[src/rtl/digit_entry_pkg.sv]
// Shared constants and helpers for the digit entry block.
// FSM encoding, display mode codes, per-digit limits, BCD conversion helpers.
package digit_entry_pkg;

  // Digit states are consecutive, so "advance" is a plain increment.
  localparam logic [2:0] S_IDLE   = 3'd0;
  localparam logic [2:0] S_D3     = 3'd1;
  localparam logic [2:0] S_D2     = 3'd2;
  localparam logic [2:0] S_D1     = 3'd3;
  localparam logic [2:0] S_D0     = 3'd4;
  localparam logic [2:0] S_COMMIT = 3'd5;

  localparam logic [1:0] MODE_HHMM     = 2'd0;
  localparam logic [1:0] MODE_HHMM_ALT = 2'd1;
  localparam logic [1:0] MODE_MMSS     = 2'd2;
  localparam logic [1:0] MODE_OFF      = 2'd3;

  localparam logic [3:0] HR_TENS_MAX      = 4'd2;
  localparam logic [3:0] HR_ONES_MAX_AT_2 = 4'd3;
  localparam logic [3:0] MS_TENS_MAX      = 4'd5;
  localparam logic [3:0] ONES_MAX         = 4'd9;

  typedef struct packed {
    logic [3:0] thousands;
    logic [3:0] hundreds;
    logic [3:0] tens;
    logic [3:0] ones;
  } bcd4_t;

  // Split a 0..99 value into {tens, ones} BCD digits.
  function automatic logic [7:0] bin_to_bcd2(input logic [6:0] v);
    bin_to_bcd2 = {4'(v / 7'd10), 4'(v % 7'd10)};
  endfunction

  // Increment with wrap to 0 once the digit limit is reached.
  function automatic logic [3:0] bump_digit(input logic [3:0] d, input logic [3:0] max);
    bump_digit = (d >= max) ? 4'd0 : 4'(d + 4'd1);
  endfunction

  function automatic logic is_hhmm(input logic [1:0] m);
    is_hhmm = (m == MODE_HHMM) || (m == MODE_HHMM_ALT);
  endfunction

endpackage

[src/rtl/digit_entry_pair.sv]
// bcd_pair_to_bin: combinational two-digit BCD to binary.
// Ports: tens, ones (4b BCD) in; value (7b binary, tens*10+ones) out.
module bcd_pair_to_bin (
  input  logic [3:0] tens,
  input  logic [3:0] ones,
  output logic [6:0] value
);

  assign value = 7'(7'(tens) * 7'd10) + 7'(ones);

endmodule

[src/rtl/digit_entry.sv]
// digit_entry: BCD digit editor that commits binary time values to the time counters.
// Ports: clk, reset_n (async active-low); state (display mode), edit_req, btn_next,
//   btn_inc (1-cycle pulses); cur_hours/minutes/seconds (current time);
//   thousands..ones (edit digits), digit_sel, busy, set_hours/minutes/seconds, load.
// Build option: DIGIT_ENTRY_TIMEOUT_EN enables the idle timeout (TIMEOUT_CYCLES).
module digit_entry
  import digit_entry_pkg::*;
#(
  parameter int unsigned TIMEOUT_CYCLES = 500_000_000
) (
  input  logic       clk,
  input  logic       reset_n,
  input  logic [1:0] state,
  input  logic       edit_req,
  input  logic       btn_next,
  input  logic       btn_inc,
  input  logic [4:0] cur_hours,
  input  logic [5:0] cur_minutes,
  input  logic [5:0] cur_seconds,
  output logic [3:0] thousands,
  output logic [3:0] hundreds,
  output logic [3:0] tens,
  output logic [3:0] ones,
  output logic [1:0] digit_sel,
  output logic       busy,
  output logic [4:0] set_hours,
  output logic [5:0] set_minutes,
  output logic [5:0] set_seconds,
  output logic       load
);

  logic [2:0] fsm_q, fsm_d;
  logic [1:0] mode_q, mode_d;
  bcd4_t      dig_q, dig_d;
  logic [1:0] sel_q, sel_d;
  logic       busy_q, busy_d;
  logic       load_q, load_d;
  logic [4:0] sh_q, sh_d;
  logic [5:0] sm_q, sm_d;
  logic [5:0] ss_q, ss_d;
  logic [6:0] hi_val, lo_val;
  logic [7:0] pre_hi, pre_lo;
  logic       mode_hh, req_hh, timeout, in_digit;

  bcd_pair_to_bin u_hi (.tens(dig_q.thousands), .ones(dig_q.hundreds), .value(hi_val));
  bcd_pair_to_bin u_lo (.tens(dig_q.tens),      .ones(dig_q.ones),     .value(lo_val));

  // Mode of the running session vs. mode requested by a new edit.
  assign mode_hh  = is_hhmm(mode_q);
  assign req_hh   = is_hhmm(state);
  assign pre_hi   = bin_to_bcd2(req_hh ? 7'(cur_hours)   : 7'(cur_minutes));
  assign pre_lo   = bin_to_bcd2(req_hh ? 7'(cur_minutes) : 7'(cur_seconds));
  assign in_digit = (fsm_q == S_D3) || (fsm_q == S_D2) || (fsm_q == S_D1) || (fsm_q == S_D0);

`ifdef DIGIT_ENTRY_TIMEOUT_EN
  localparam int unsigned CNT_W = (TIMEOUT_CYCLES > 2) ? $clog2(TIMEOUT_CYCLES) : 1;
  logic [CNT_W-1:0] to_cnt_q;

  // Idle counter; held at zero outside digit states so D3 entry starts fresh.
  always_ff @(posedge clk or negedge reset_n) begin
    if (!reset_n) to_cnt_q <= '0;
    else if (!in_digit || btn_next || btn_inc) to_cnt_q <= '0;
    else to_cnt_q <= to_cnt_q + CNT_W'(1);
  end

  assign timeout = in_digit && (to_cnt_q == CNT_W'(TIMEOUT_CYCLES - 1));
`else
  logic unused_timeout;
  assign unused_timeout = ^32'(TIMEOUT_CYCLES);
  assign timeout        = 1'b0;
`endif

  // State and output registers.
  always_ff @(posedge clk or negedge reset_n) begin
    if (!reset_n) begin
      fsm_q  <= S_IDLE;
      mode_q <= MODE_HHMM;
      dig_q  <= '0;
      sel_q  <= '0;
      busy_q <= 1'b0;
      load_q <= 1'b0;
      sh_q   <= '0;
      sm_q   <= '0;
      ss_q   <= '0;
    end else begin
      fsm_q  <= fsm_d;
      mode_q <= mode_d;
      dig_q  <= dig_d;
      sel_q  <= sel_d;
      busy_q <= busy_d;
      load_q <= load_d;
      sh_q   <= sh_d;
      sm_q   <= sm_d;
      ss_q   <= ss_d;
    end
  end

  // Next-state, digit edit and commit logic.
  always_comb begin
    fsm_d  = fsm_q;
    mode_d = mode_q;
    dig_d  = dig_q;
    load_d = 1'b0;
    sh_d   = sh_q;
    sm_d   = sm_q;
    ss_d   = ss_q;

    case (fsm_q)
      S_IDLE: begin
        if (edit_req && (state != MODE_OFF)) begin
          fsm_d  = S_D3;
          mode_d = state;
          dig_d  = {pre_hi, pre_lo};
        end
      end
      S_D3, S_D2, S_D1, S_D0: begin
        if ((state != mode_q) || timeout) begin
          fsm_d = S_IDLE;
        end else if (btn_next) begin
          fsm_d = 3'(fsm_q + 3'd1);  // D0 + 1 is COMMIT
          if ((fsm_q == S_D3) && mode_hh && (dig_q.thousands == HR_TENS_MAX) &&
              (dig_q.hundreds > HR_ONES_MAX_AT_2))
            dig_d.hundreds = HR_ONES_MAX_AT_2;
        end else if (btn_inc) begin
          case (fsm_q)
            S_D3: dig_d.thousands = bump_digit(dig_q.thousands,
                                               mode_hh ? HR_TENS_MAX : MS_TENS_MAX);
            S_D2: dig_d.hundreds  = bump_digit(dig_q.hundreds,
                      (mode_hh && (dig_q.thousands == HR_TENS_MAX)) ? HR_ONES_MAX_AT_2 : ONES_MAX);
            S_D1: dig_d.tens      = bump_digit(dig_q.tens, MS_TENS_MAX);
            S_D0: dig_d.ones      = bump_digit(dig_q.ones, ONES_MAX);
            default: ;
          endcase
        end
      end
      default: fsm_d = S_IDLE;
    endcase

    // set_* are loaded on the same edge that raises load.
    if (fsm_d == S_COMMIT) begin
      load_d = 1'b1;
      if (mode_hh) begin
        sh_d = 5'(hi_val);
        sm_d = 6'(lo_val);
        ss_d = 6'd0;
      end else begin
        sh_d = cur_hours;
        sm_d = 6'(hi_val);
        ss_d = 6'(lo_val);
      end
    end

    busy_d = (fsm_d != S_IDLE);
    case (fsm_d)
      S_D3:    sel_d = 2'd3;
      S_D2:    sel_d = 2'd2;
      S_D1:    sel_d = 2'd1;
      default: sel_d = 2'd0;
    endcase
  end

  assign thousands   = dig_q.thousands;
  assign hundreds    = dig_q.hundreds;
  assign tens        = dig_q.tens;
  assign ones        = dig_q.ones;
  assign digit_sel   = sel_q;
  assign busy        = busy_q;
  assign load        = load_q;
  assign set_hours   = sh_q;
  assign set_minutes = sm_q;
  assign set_seconds = ss_q;

endmodule
[config.mk]
export PLATFORM = sky130hd
export DESIGN_NAME = digit_entry
export DESIGN_NICKNAME = d
export VERILOG_FILES = /design/src/rtl/digit_entry_pkg.sv /design/src/rtl/digit_entry_pair.sv /design/src/rtl/digit_entry.sv
export SDC_FILE = /design/constraint.sdc
export NUM_CORES = 1
export LEC_CHECK = 0
export ABC_AREA = 1
export CORE_MARGIN = 4
export CORE_UTILIZATION = 40
export CTS_BUF_LIST = sky130_fd_sc_hd__clkbuf_16
export CTS_CLUSTER_DIAMETER = 50
export DETAILED_ROUTE_END_ITERATION = 6
export PLACE_DENSITY = 0.64
export SLEW_MARGIN = 5
export SYNTH_ARGS = -nofsm -noshare
export SYNTH_HDL_FRONTEND = slang
export SYNTH_SLANG_ARGS = --single-unit
[constraint.sdc]
create_clock -name clk -period 2 [get_ports clk]
set_input_delay 0.4 -clock clk [delete_from_list [all_inputs] [get_ports clk]]
set_output_delay 0.4 -clock clk [all_outputs]
set_load 0.01 [all_outputs]
==> results.toml <==
[run_status]
outcome = "finished with violations"
violations = "setup timing"

[critical_path]
critPathArrivalTime_ns = 2.45
r2r_start = "fsm_q[0]$_DFF_PN0_"
crit_chain = "inv_2 -> ha_4 -> nand2_2 -> a21boi_2 -> nand3_2 -> inv_2 -> nor2_4 -> o211ai_1 -> o21a_1 -> nand2_2 -> nor2_4 -> buf_12 -> buf_12 -> clkinv_8 -> o31ai_2"
path_class = "reg2reg"
worstPathRequired_ns = 2.19
crit_path_start_kind = "flip-flop"
critPathCaptureType = "flip-flop"
crit_path_top_delay_cell = "dfrtp_1"
r2r_slack_ns = -0.26
startpoint = "fsm_q[0]$_DFF_PN0_"
cpPeakStageDelay_ns = 0.43
cp_max_fo = 5

[floorplanning]
num_io_pins = 61
core_region_area_um2 = 8680
die_x_um = 102
die-area_um2 = 10400
floorplan.initialDensity_pct = 40.9
dieHeight_um = 102
num_rows = 34

[yosys]
synth_area_leaders = "dfrtp_1 30%, ha_1 12%, nand2_1 12%"
yosysSeqAreaShare_pct = 29.6
syn_area_um2 = 3550
synth_top_area_share_pct = 29.6
synth-warning-count = 0
ys_seq_elements = 42
synthArstFlopShare_pct = 100
netlist_instances = 480
yosysUniqueCellTypes = 42
synth_edf_count = 0
synth_common_cells = "109 x nand2_1, 60 x inv_1, 42 x dfrtp_1, 42 x nor2_1, 35 x ha_1"
yosysMostFrequentCell = "nand2_1"
syn-num-nets = 541
yosys.area.top_type = "dfrtp_1"
syn_area_per_cell_um2 = 7.39
ys.flop_type = "dfrtp_1"

[clocking]
h-tree-depth = 2
clk_pin_slew_ns = 0.06
cts_tree = "done"
clock_sinks = 42
hold_buffers = 0
cts-root-buf = "clkbuf_16"
clkLatencyLatePin_ns = 0.28
clock_tree.buffer_depth = 2
cts_buffers = 5

[timing]
finalCritPeriodShare_pct = 113
rsz0062_at_grt = "true"
timing.fmax_mhz = 443
layout_setup_ws_ns = -0.257
finalHoldViolCount = 0
min_period_ns = 2.26
slew_headroom_pct = 63.0
finalSetupViolCount = 28
setup_tns_ns = -4.67
drv_slew = 0
finalClockSkew_ns = 0.00510
tightest_slew_ns = 0.555

[finish]
drive_above_1_share_pct = 42.9
final.fill_count = 695
regArea_um2 = 1050
antenna_cells = 0
final_cells = 763
fin_area_um2 = 5910
multiInputGateArea_um2 = 2720
nNetsFinal = 716
syn2layout_area_growth_pct = 66.7

[grt]
grt_usage_pct = 19.8
antenna_found_initial = 0
grt_overflow = 0
grt_pass1_vias = 3794
grt_start_max_net_pins = 43
grt_pass1_wl_mm = 16.9

[drt]
wirelength_mm = 10.9
vias_per_cell = 5.05
post_drt_wl_per_cell_um = 14.3
drt_pass1_iterations = 4
vias = 3852
drt-initial-drc-count = 205
ant_nets = 0
drc_errors = 0

[power_and_ir_drop]
p_sw_uw = 4250
intPower_uw = 4910
p_clk_share_pct = 8.5
seqPwrFrac_pct = 17.7
combPwrFrac_pct = 73.8
power_density_nw_per_um2 = 1550
p_sw_share_pct = 46.4
p_leak_uw = 0.00292
finalPower_uw = 9150
ir_worst_vdd_v = 0.000645

[placed_design]
dp.cells = 717
placed_area_um2 = 4890
dp_hpwl_mm = 7.60
io_buffers = 60
gp_congestion = 0.898

[hold_path]
hold_class = "in2async"

[job]
maxCapViolations = 0
==> final cells by class <==
| type | instances | area share [%] |
|---|---|---|
| Multi-Input combinational cell | 361 | 45.9 |
| Clock inverter | 2 | 0.169 |
| Inverter | 66 | 4.57 |
| Clock buffer | 5 | 2.12 |
| Timing Repair inverter | 2 | 0.381 |
| Timing Repair Buffer | 177 | 26.8 |
| Tap cell | 108 | 2.28 |
| Sequential cell | 42 | 17.8 |
==> routing by layer <==
metal  global-route usage (%)  routed length [µm]  share of wire, %  up-vias
met1                     24.0                4450                41     1822
met4                     6.46                 227               2.1        0
li1                         -                   -                 -     1914
met5                        0                   0                 0        -
met3                     1.84                 408               3.7       22
met2                     36.8                5800                53       94
==> per-stage QoR <==
step | util (%) | hold WS (ns) | setup WS (ns)
2_1_floorplan | - | 0.104 | -0.429
3_3_place_gp | 56.4 | 0.455 | -0.827
3_5_place_dp | 56.4 | 0.460 | -0.974
4_1_cts | 62.6 | 0.222 | -0.177
5_1_grt | 68.2 | 0.257 | -0.419
6_report | 68.2 | 0.200 | -0.257
==> layout by cell type, fill, tap and decap left out, types with 7 or more instances in the layout <==
master	synthesis	layout
nand2_1	109	75
buf_6	4	11
nor2_4	1	7
nand3_2	5	13
nor2_1	42	28
inv_2	6	16
nor2_2	1	9
ha_1	35	29
a31oi_1	10	7
dlygate4sd2_1	0	8
a21oi_1	17	12
o21ai_2	4	7
o21ai_0	22	15
inv_1	60	47
xor2_1	10	10
clkdlybuf4s50_1	0	43
dfrtp_1	42	42
nand2_4	5	20
buf_4	1	97
nand3_1	26	16
nand2_2	21	40
o21ai_1	8	10
==> critical path, delay by kind of cell (launching register included) <==
kind                       cells  cell delay [ns]
adders and majority gates      1             0.16
DFF                            1             0.43
buffers and inverters          5             0.52
AOI/OAI and AO/OA              4             0.62
and+or+nand+nor                5             0.43
==> final timing paths <==
| path | cells after the start | endpoint |
|---|---|---|
| worst max-delay path | 15 | set_seconds[3]$_DFFE_PN0P_ |
| worst min-delay path | 2 | thousands[0]$_DFFE_PN0P_ |
| worst max register to register | 15 | set_seconds[3]$_DFFE_PN0P_ |
| worst min register to register | 2 | set_seconds[2]$_DFFE_PN0P_ |
| max in group asynchronous | 2 | fsm_q[2]$_DFF_PN0_ |
| min in group clk | 2 | set_seconds[2]$_DFFE_PN0P_ |
==> cell families after synthesis <==
kind of cell             Yosys count  synth area share [%]
AO/OA/AOI/OAI                     86                  14.8
XOR/XNOR                          16                  3.95
adder cells (fa/ha/maj)           37                  13.5
buffers and inverters             77                  9.14
flip-flops                        42                  29.6
multiplexers                       1                 0.317
AND/OR/NAND/NOR                  221                  28.7
==> power by group through the flow <==
| stage | Combinational [µW] | Clock, µW | Sequential [µW] |
|---|---|---|---|
| after floorplan | 3120 | 0 | 1770 |
| after global placement | 5520 | 0 | 1590 |
| after detailed placement | 5660 | 0 | 1590 |
| after CTS | 5960 | 784 | 1580 |
| after global routing | 7460 | 816 | 1670 |
| final | 6760 | 774 | 1620 |
==> sequential cells by signal (all words and copies together) (netlist names) <==
name and flops:
mode_q 2, hundreds 4, fsm_q 3, busy 1
thousands 4, set_seconds 6, ones 4, set_minutes 6
set_hours 5, load 1, digit_sel 2, tens 4
==> timing repair <==
| action | 4_1_cts | 5_1_grt |
|---|---|---|
| pin swaps | 45 | 34 |
| endpoints found under the setup margin | 36 | 35 |
| cloned | 3 | 1 |
| setup buffers | 22 | 17 |
| resized for setup | 87 | 93 |
No activity file was read; power rests on OpenSTA's default activity.
